==> src/rtl/icg_enable_ctrl.sv <==
// icg_enable_ctrl: idle-detect E/TE controller for a negative-edge integrated clock gate.
module icg_enable_ctrl #(
  parameter int CNT_W       = 8,
  parameter int WAKE_CYCLES = 2
) (
  input  logic             clk,
  input  logic             rst_n,
  input  logic             busy_i,
  input  logic             wake_i,
  input  logic             force_on_i,
  input  logic             scan_en_i,
  input  logic [CNT_W-1:0] idle_limit_i,
  output logic             e_o,
  output logic             te_o,
  output logic             ready_o,
  output logic             gated_o
);
  typedef enum logic [1:0] {RUN, GATED, WAKEUP} state_t;
  localparam logic [CNT_W-1:0] WAKE_LAST = CNT_W'(WAKE_CYCLES - 1);
  state_t           state_q, state_d;
  logic [CNT_W-1:0] cnt_q, cnt_d;
  logic             e_q, e_d, ready_q, ready_d, gated_q, gated_d;
  logic             idle;
  assign idle = !busy_i && !force_on_i;
  always_comb begin
    state_d = state_q;
    cnt_d   = cnt_q;
    e_d     = e_q;
    ready_d = ready_q;
    gated_d = gated_q;
    case (state_q)
      RUN: begin
        if (!idle || idle_limit_i == '0) cnt_d = '0;
        // >= so that lowering the limit mid-count gates on the next idle edge
        else if (cnt_q >= idle_limit_i - CNT_W'(1)) begin
          state_d = GATED;
          e_d     = 1'b0;
          ready_d = 1'b0;
          gated_d = 1'b1;
          cnt_d   = '0;
        end else cnt_d = cnt_q + CNT_W'(1);
      end
      GATED: begin
        if (busy_i || wake_i || force_on_i) begin
          state_d = WAKEUP;
          e_d     = 1'b1;
          gated_d = 1'b0;
          cnt_d   = '0;
        end
      end
      WAKEUP: begin
        if (cnt_q == WAKE_LAST) begin
          state_d = RUN;
          ready_d = 1'b1;
          cnt_d   = '0;
        end else cnt_d = cnt_q + CNT_W'(1);
      end
      default: begin
        state_d = RUN;
        cnt_d   = '0;
        e_d     = 1'b1;
        ready_d = 1'b1;
        gated_d = 1'b0;
      end
    endcase
  end
  always_ff @(posedge clk or negedge rst_n) begin
    if (!rst_n) begin
      state_q <= RUN;
      cnt_q   <= '0;
      e_q     <= 1'b1;
      ready_q <= 1'b1;
      gated_q <= 1'b0;
    end else begin
      state_q <= state_d;
      cnt_q   <= cnt_d;
      e_q     <= e_d;
      ready_q <= ready_d;
      gated_q <= gated_d;
    end
  end
  assign e_o     = e_q;
  assign ready_o = ready_q;
  assign gated_o = gated_q;
  assign te_o    = scan_en_i;
endmodule

==> config.mk <==
export PLATFORM = sky130hd
export DESIGN_NAME = icg_enable_ctrl
export DESIGN_NICKNAME = d
export VERILOG_FILES = /design/src/rtl/icg_enable_ctrl.sv
export SDC_FILE = /design/constraint.sdc
export NUM_CORES = 1
export LEC_CHECK = 0
export ABC_AREA = 1
export BUFFER_PORTS_ARGS = -buffer_cell sky130_fd_sc_hd__buf_4
export CAP_MARGIN = 20
export CORE_UTILIZATION = 45
export CTS_CLUSTER_DIAMETER = 150
export DETAILED_ROUTE_END_ITERATION = 8
export GPL_TIMING_DRIVEN = 0
export PLACE_DENSITY = 0.72
export SYNTH_ARGS = -nofsm -noshare
export SYNTH_HDL_FRONTEND = slang
export SYNTH_SLANG_ARGS = --single-unit
==> constraint.sdc <==
create_clock -name clk -period 2.2 [get_ports clk]
set_input_delay 0.44 -clock clk [delete_from_list [all_inputs] [get_ports clk]]
set_output_delay 0.44 -clock clk [all_outputs]
set_load 0.01 [all_outputs]
==> results by group, run 1 <==
GRT
  – Initial antenna violation count: 0
  – Tot GR Track Use: 20.73%
  – Total grt overflow: 0
  – First-pass GRT wire length: 4215 um
  – Vias in the first global route: 1021
  – Largest net degree at the start of global routing: 14

Power and ir drop
  – Peak supply drop: 0.3738 mV
  – Cell Pwr Density: 453.8 nW/um2
  – Sw Pwr: 189.0 uW
  – P_leak: 0.7586 nW
  – Reg power frac: 48.3%
  – Switch share: 30.24%
  – Pint: 436.1 uW
  – Combinational power share: 27.4%
  – Clk pwr share: 24.3%

Finish
  – Layout cells sized above 1: 18.88%
  – Final Util: 55.61%
  – Post-layout nets: 223
  – Syn-to-layout area delta: 16.38%
  – Antenna fix cells: 0
  – Design area: 1378 um2

Worst setup path
  – R2R Setup Slk: 0.61 ns
  – Top delay family on crit path: simple AND/OR/NAND/NOR gates
  – CP Launch Type: primary input
  – Critical path class: primary input to flip-flop
  – CP max stage cell: ha_1
  – Crit path DAT: 2.08 ns
  – Cell repeated most along the worst path: nand2_1
  – Worst EP required: 2.37 ns
  – Critical path cell sequence: buf_4, inv_1, ha_1, nand3_1, xnor2_1, inv_1, ha_1, nand2_1, nor2_1, nor2_4, nand2_2, nand3_1, nand2_1, nand2_1
  – Crit path largest cell delay: 0.26 ns
  – Worst setup EP type: flip-flop
  – Worst path bufs/invs: 3
  – Crit path max fanout: 5

Floorplan
  – Num rows: 18
  – Number of I/O pins: 18
  – Die Wd: 53.29 um
  – Initial core utilization: 47.78%
  – Chip height: 53.29 um
  – Total die area: 2839 um2
  – Area of the core: 2477 um2

Timing
  – RSZ-0062 raised after global routing: false
  – Period utilization: 86.71%
  – Final setup vio count: 0
  – Fin. max-slew vios: 0
  – Max-slew headroom: 81.78%
  – Final Worst Setup Slack: 0.2923 ns
  – Tmin final: 1.908 ns
  – Final hold vios: 0
  – Max Clock Skew: 0.004138 ns
  – FMAX: 524.2 MHz
  – Worst Max-Slew Pin Slew: 0.2733 ns

Logic synthesis
  – Synth Register Bits: 13
  – Unique masters post-synth: 24
  – Net count after synthesis: 201
  – Post-synth top area cell: dfrtp_1
  – Yosys warnings: 0
  – Area fraction of the dominant cell type after synthesis: 23.26%
  – Register area share after synthesis: 27.70%
  – Avg Cell Area, Syn: 6.764 um2
  – Synth top area cells: dfrtp_1 (23%), nand2_1 (18%), ha_1 (13%)
  – Cell Area, Synth: 1184 um2
  – Mapped Cells: 175

Clock tree
  – Bufs on Longest Clock Path: 2
  – CTS tree: done
  – Clock sink count: 13
  – Clock-pin slew on the worst setup and hold paths: 0.08 ns
  – H-tree Lvls: 1
  – TritonCTS Buffers: 3
  – Post-cts resize count: 0
  – CTS Root Cell: clkbuf_4
  – Worst-skew pair later-pin latency: 0.28 ns

Run status
  – Status: completed

Place
  – Pre-CTS WS: -0.03385 ns
  – Post-Place Cell Area: 1341 um2
  – Gpl congestion: 0.9125
  – Post-DP HPWL: 2028 um
  – Port bufs: 16

Route
  – Vias per cell: 4.867
  – Drt wl/cell: 11.00 um
  – DRT antenna net count: 0
  – DRT Pass-1 Iters: 4
  – # DRC: 0
  – Initial DRC count: 19
  – Vias: 1100
  – Routed wire length: 2486 um

Hold path
  – Hold WC Path Type: flip-flop to flip-flop

Flow run
  – Total of max-cap violations: 0
flip-flops by register name (all words and copies together), names as in the netlist:
name and cells:
cnt_q 8, state_q 2, e_o 1, gated_o 1, ready_o 1
cell usage after synthesis (all sizes together):
library cell,n
dfrtp,11
buf,2
a21oi,5
inv,24
nor3,1
xor2,3
dfstp,2
clkinv,1
xnor2,4
nor2,31
nand4,3
ha,12
nand3,10
nand2,60
o21ai,6
power groups by stage:
stage,Combinational [mW],Clock (mW),Sequential (mW)
global route,0.192,0.164,0.306
global placement,0.167,0,0.303
detailed placement,0.172,0,0.307
floorplan,0.0742,0,0.317
CTS,0.174,0.156,0.302
finish,0.171,0.152,0.302
layout make-up:
type / instances / area [um2]
buffer: 2 / 18.77
clock buffer: 4 / 26.28
fill: 248 / 1100
inverter: 25 / 97.59
multi-input combinational: 135 / 739.5
sequential: 13 / 327.8
tap: 30 / 37.54
timing repair buffer: 17 / 130.1
metal layers:
metal	GRT usage (%)	part of all wire, %	vias to the layer above
met5	0	0	-
met4	6.140	0.93	0
met3	5.172	2.9	2
met2	35.83	52	17
met1	24.83	45	498
li1	-	-	583
placed cells by master, fill, tap and decap left out, types with 2 or more instances in the layout:
| cell | count |
|---|---|
| a21oi_1 | 5 |
| buf_4 | 17 |
| clkbuf_4 | 3 |
| dfrtp_1 | 11 |
| dfstp_2 | 2 |
| ha_1 | 12 |
| inv_1 | 22 |
| nand2_1 | 58 |
| nand3_1 | 6 |
| nand3_2 | 4 |
| nand4_1 | 3 |
| nor2_1 | 26 |
| nor2_2 | 2 |
| nor2_4 | 3 |
| o21ai_0 | 4 |
| o21ai_1 | 2 |
| xnor2_1 | 4 |
| xor2_1 | 3 |
path summary, 6_finish.rpt:
| check | start | cells past startpoint | endpoint |
|---|---|---|---|
| setup / recovery | idle_limit_i[0] | 14 | gated_o |
| hold / removal | e_o | 2 | e_o |
| setup reg to reg | cnt_q[2] | 10 | cnt_q[2] |
| hold reg to reg | e_o | 2 | e_o |
| max in group asynchronous | rst_n | 2 | ready_o |
| min in group asynchronous | rst_n | 2 | cnt_q[3] |
what timing repair did:
item,in CTS,in global routing
setup buffers,0,0
hold buffers,1,0
hold endpoints to repair,11,0
cells by family after synthesis:
group | count (synthesis) | share of synthesized area (%)
and+or+nand+nor | 105 | 39.96
buffers and inverters | 27 | 9.831
DFF | 13 | 27.70
adders and majority gates | 12 | 12.68
AOI/OAI and AO/OA | 11 | 4.651
xor gates and xnor gates | 7 | 5.180
tightest hold or removal path: stages (launching register included):
cell	delay, ns
dfstp_2	0.37
nand2_1	0.05
nand2_1	0.05
metrics by stage:
| stage | hold WS [ns] | setup TNS [ns] | std cells | power [mW] |
|---|---|---|---|---|
| 2_1_floorplan | 0.1444 | 0 | 175 | 0.3910 |
| 3_3_place_gp | 0.2931 | 0 | 221 | 0.4693 |
| 3_5_place_dp | 0.2962 | -0.03385 | 221 | 0.4793 |
| 4_1_cts | 0.4702 | 0 | 226 | 0.6324 |
| 5_1_grt | 0.4804 | 0 | 226 | 0.6610 |
| 6_report | 0.4706 | 0 | 226 | 0.6251 |
Note: power is estimated with default switching activity, not from simulation.
==> inputs of run 2 (changes only) <==
--- a/config.mk
+++ b/config.mk
@@ -8,11 +8,13 @@
 export ABC_AREA = 1
 export BUFFER_PORTS_ARGS = -buffer_cell sky130_fd_sc_hd__buf_4
 export CAP_MARGIN = 20
-export CORE_UTILIZATION = 45
+export CELL_PAD_IN_SITES_DETAIL_PLACEMENT = 0
+export CELL_PAD_IN_SITES_GLOBAL_PLACEMENT = 1
+export CORE_UTILIZATION = 43
 export CTS_CLUSTER_DIAMETER = 150
 export DETAILED_ROUTE_END_ITERATION = 8
 export GPL_TIMING_DRIVEN = 0
-export PLACE_DENSITY = 0.72
+export PLACE_DENSITY = 0.9
 export SYNTH_ARGS = -nofsm -noshare
 export SYNTH_HDL_FRONTEND = slang
 export SYNTH_SLANG_ARGS = --single-unit
==> results by group, run 2 (synthesis results as in run 1) <==
Run status
  – Status: completed

Clock tree
  – Worst-skew pair later-pin latency: 0.28 ns (about the same)
  – Post-cts resize count: 0 (unchanged)
  – CTS Root Cell: clkbuf_4
  – Bufs on Longest Clock Path: 2 (unchanged)
  – Clock sink count: 13 (unchanged)
  – CTS tree: done
  – TritonCTS Buffers: 3 (unchanged)
  – Post-CTS Setup Bufs: 0 (unchanged)
  – Clock-pin slew on the worst setup and hold paths: 0.08 ns (about the same)
  – H-tree Lvls: 1 (unchanged)

Place
  – Gpl congestion: 0.7826 (-14%)
  – Port bufs: 16 (unchanged)
  – Post-DP HPWL: 1963 um (-3.2%)
  – Inst Count DP: 221 (unchanged)

GRT
  – Total grt overflow: 0 (unchanged)
  – Vias in the first global route: 1010 (-1.1%)
  – Largest net degree at the start of global routing: 14 (unchanged)
  – Initial antenna violation count: 0 (unchanged)
  – Tot GR Track Use: 20.43% (-0.30 points)
  – First-pass GRT wire length: 4278 um (+1.5%)

Floorplan
  – Chip height: 54.47 um (+2.2%)
  – Die Wd: 54.47 um (+2.2%)
  – Total die area: 2966 um2 (+4.5%)
  – Number of I/O pins: 18 (unchanged)
  – Num rows: 18 (unchanged)
  – Area of the core: 2545 um2 (+2.7%)
  – Initial core utilization: 46.51% (-1.3 points)

Timing
  – Worst Max-Slew Pin Slew: 0.2684 ns (-0.004862 ns)
  – Fin. max-slew vios: 0 (unchanged)
  – Tmin final: 1.952 ns (+0.04390 ns)
  – Max-slew headroom: 82.06% (+0.28 points)
  – Final hold vios: 0 (unchanged)
  – Period utilization: 88.71% (+2.0 points)
  – Final setup vio count: 0 (unchanged)
  – RSZ-0062 raised after global routing: false
  – Max Clock Skew: 0.009119 ns (+0.004981 ns)
  – FMAX: 512.4 MHz (-2.2%)

Finish
  – Post-layout nets: 223 (unchanged)
  – Syn-to-layout area delta: 16.38% (unchanged)
  – Commonest cells after routing, fill and taps aside: nand2_1 (58), nor2_1 (26), inv_1 (22)
  – Layout cells sized above 1: 18.88% (unchanged)
  – Most common cell after layout, fill and taps aside: nand2_1
  – Fin cells: 226 (unchanged)
  – Largest regs: cnt_q x8, state_q x2
  – Biggest register: cnt_q
  – Final Util: 54.13% (-1.5 points)
  – Antenna fix cells: 0 (unchanged)
  – Max reg flops: 8 (unchanged)

Flow run
  – Total of max-cap violations: 0 (unchanged)

Route
  – Initial DRC count: 10 (-9)
  – Drt wl/cell: 10.68 um (-2.9%)
  – Routed wire length: 2414 um (-2.9%)
  – Vias per cell: 4.748 (-2.5%)
  – DRT Pass-1 Iters: 4 (unchanged)
  – DRT antenna net count: 0 (unchanged)
  – Vias: 1073 (-2.5%)
  – # DRC: 0 (unchanged)

Worst setup path
  – CP max stage cell: ha_1
  – Crit path DAT: 2.12 ns (+0.04 ns)
  – Worst setup EP type: flip-flop
  – Crit path largest cell delay: 0.26 ns (about the same)
  – Cell repeated most along the worst path: nand2_1
  – Critical path class: primary input to flip-flop
  – Critical path cell sequence: buf_4, inv_1, ha_1, nand3_1, xnor2_1, inv_1, ha_1, nand2_1, nor2_1, nor2_4, nand2_2, nand3_1, nand2_1, nand2_1
  – Crit path max fanout: 5 (unchanged)
  – Worst EP required: 2.37 ns (about the same)
  – CP Launch Type: primary input

Hold path
  – Hold WC Path Type: flip-flop to flip-flop

Power and ir drop
  – P_leak: 0.7586 nW (unchanged)
  – Cell Pwr Density: 450.4 nW/um2 (-0.73%)
  – Total power: 620.5 uW (-0.73%)
  – Peak supply drop: 0.5772 mV (+54%)
run 2: cell counts in the layout (fill, tap and decap cells not counted):
No cell type changed its count.
run 2: timing repair:
item | 4_1_cts | 5_1_grt
endpoints found under the setup margin | 0 | 0
hold buffers | 1 | 0
endpoints found under the hold margin | 11 | 0
run 2: worst paths after layout:
| path | startpoint | to | slack, ns | cells past startpoint |
|---|---|---|---|---|
| min in group asynchronous | rst_n | cnt_q[5] | 0.53 | 2 |
| min | ready_o | ready_o | 0.47 | 2 |
| min reg2reg | ready_o | ready_o | 0.47 | 2 |
| max reg2reg | cnt_q[2] | gated_o | 0.60 | 10 |
| max in group asynchronous | rst_n | e_o | 1.42 | 2 |
| max | idle_limit_i[0] | gated_o | 0.25 | 14 |
run 2: worst max-delay path, delay by kind of cell:
kind	cells	cell delay, ns
xor gates and xnor gates	1	0.14
adders and majority gates	2	0.49
buffers and inverters	3	0.28
and+or+nand+nor	8	0.75
run 2: per-layer routing:
metal	share of wire [%]	wire length [um]	track usage, %
met2	47	1125	33.33
met1	50	1214	25.98
met4	0.33	8	5.128
met5	0	0	0
met3	2.7	66	6.389
run 2: layout make-up:
cell class	instances	area [um2]
clock buffers	4	26.28
repair buffers	17	130.1
multi-input cells	135	739.5
fillers	274	1167
plain buffers	2	18.77
well taps	30	37.54
flip-flops and latches	13	327.8
inverters	25	97.59
run 2: power by group:
| part | switching [mW] | internal, mW | leakage [nW] |
|---|---|---|---|
| clock | 0.0790 | 0.0704 | 0.0150 |
| sequential | 0.0169 | 0.281 | 0.172 |
| combinational | 0.0885 | 0.0847 | 0.571 |
| total | 0.184 | 0.436 | 0.759 |
run 2: metrics by stage:
stage	worst slack [ns]	TNS (ns)	hold slack (ns)	cell area (um2)
2_1_floorplan	0.2614	0	0.1444	1184
3_3_place_gp	-0.03048	-0.03693	0.2928	1341
3_5_place_dp	-0.05780	-0.1695	0.2936	1341
4_1_cts	0.2345	0	0.4798	1378
5_1_grt	0.03531	0	0.4947	1378
6_report	0.2484	0	0.4745	1378
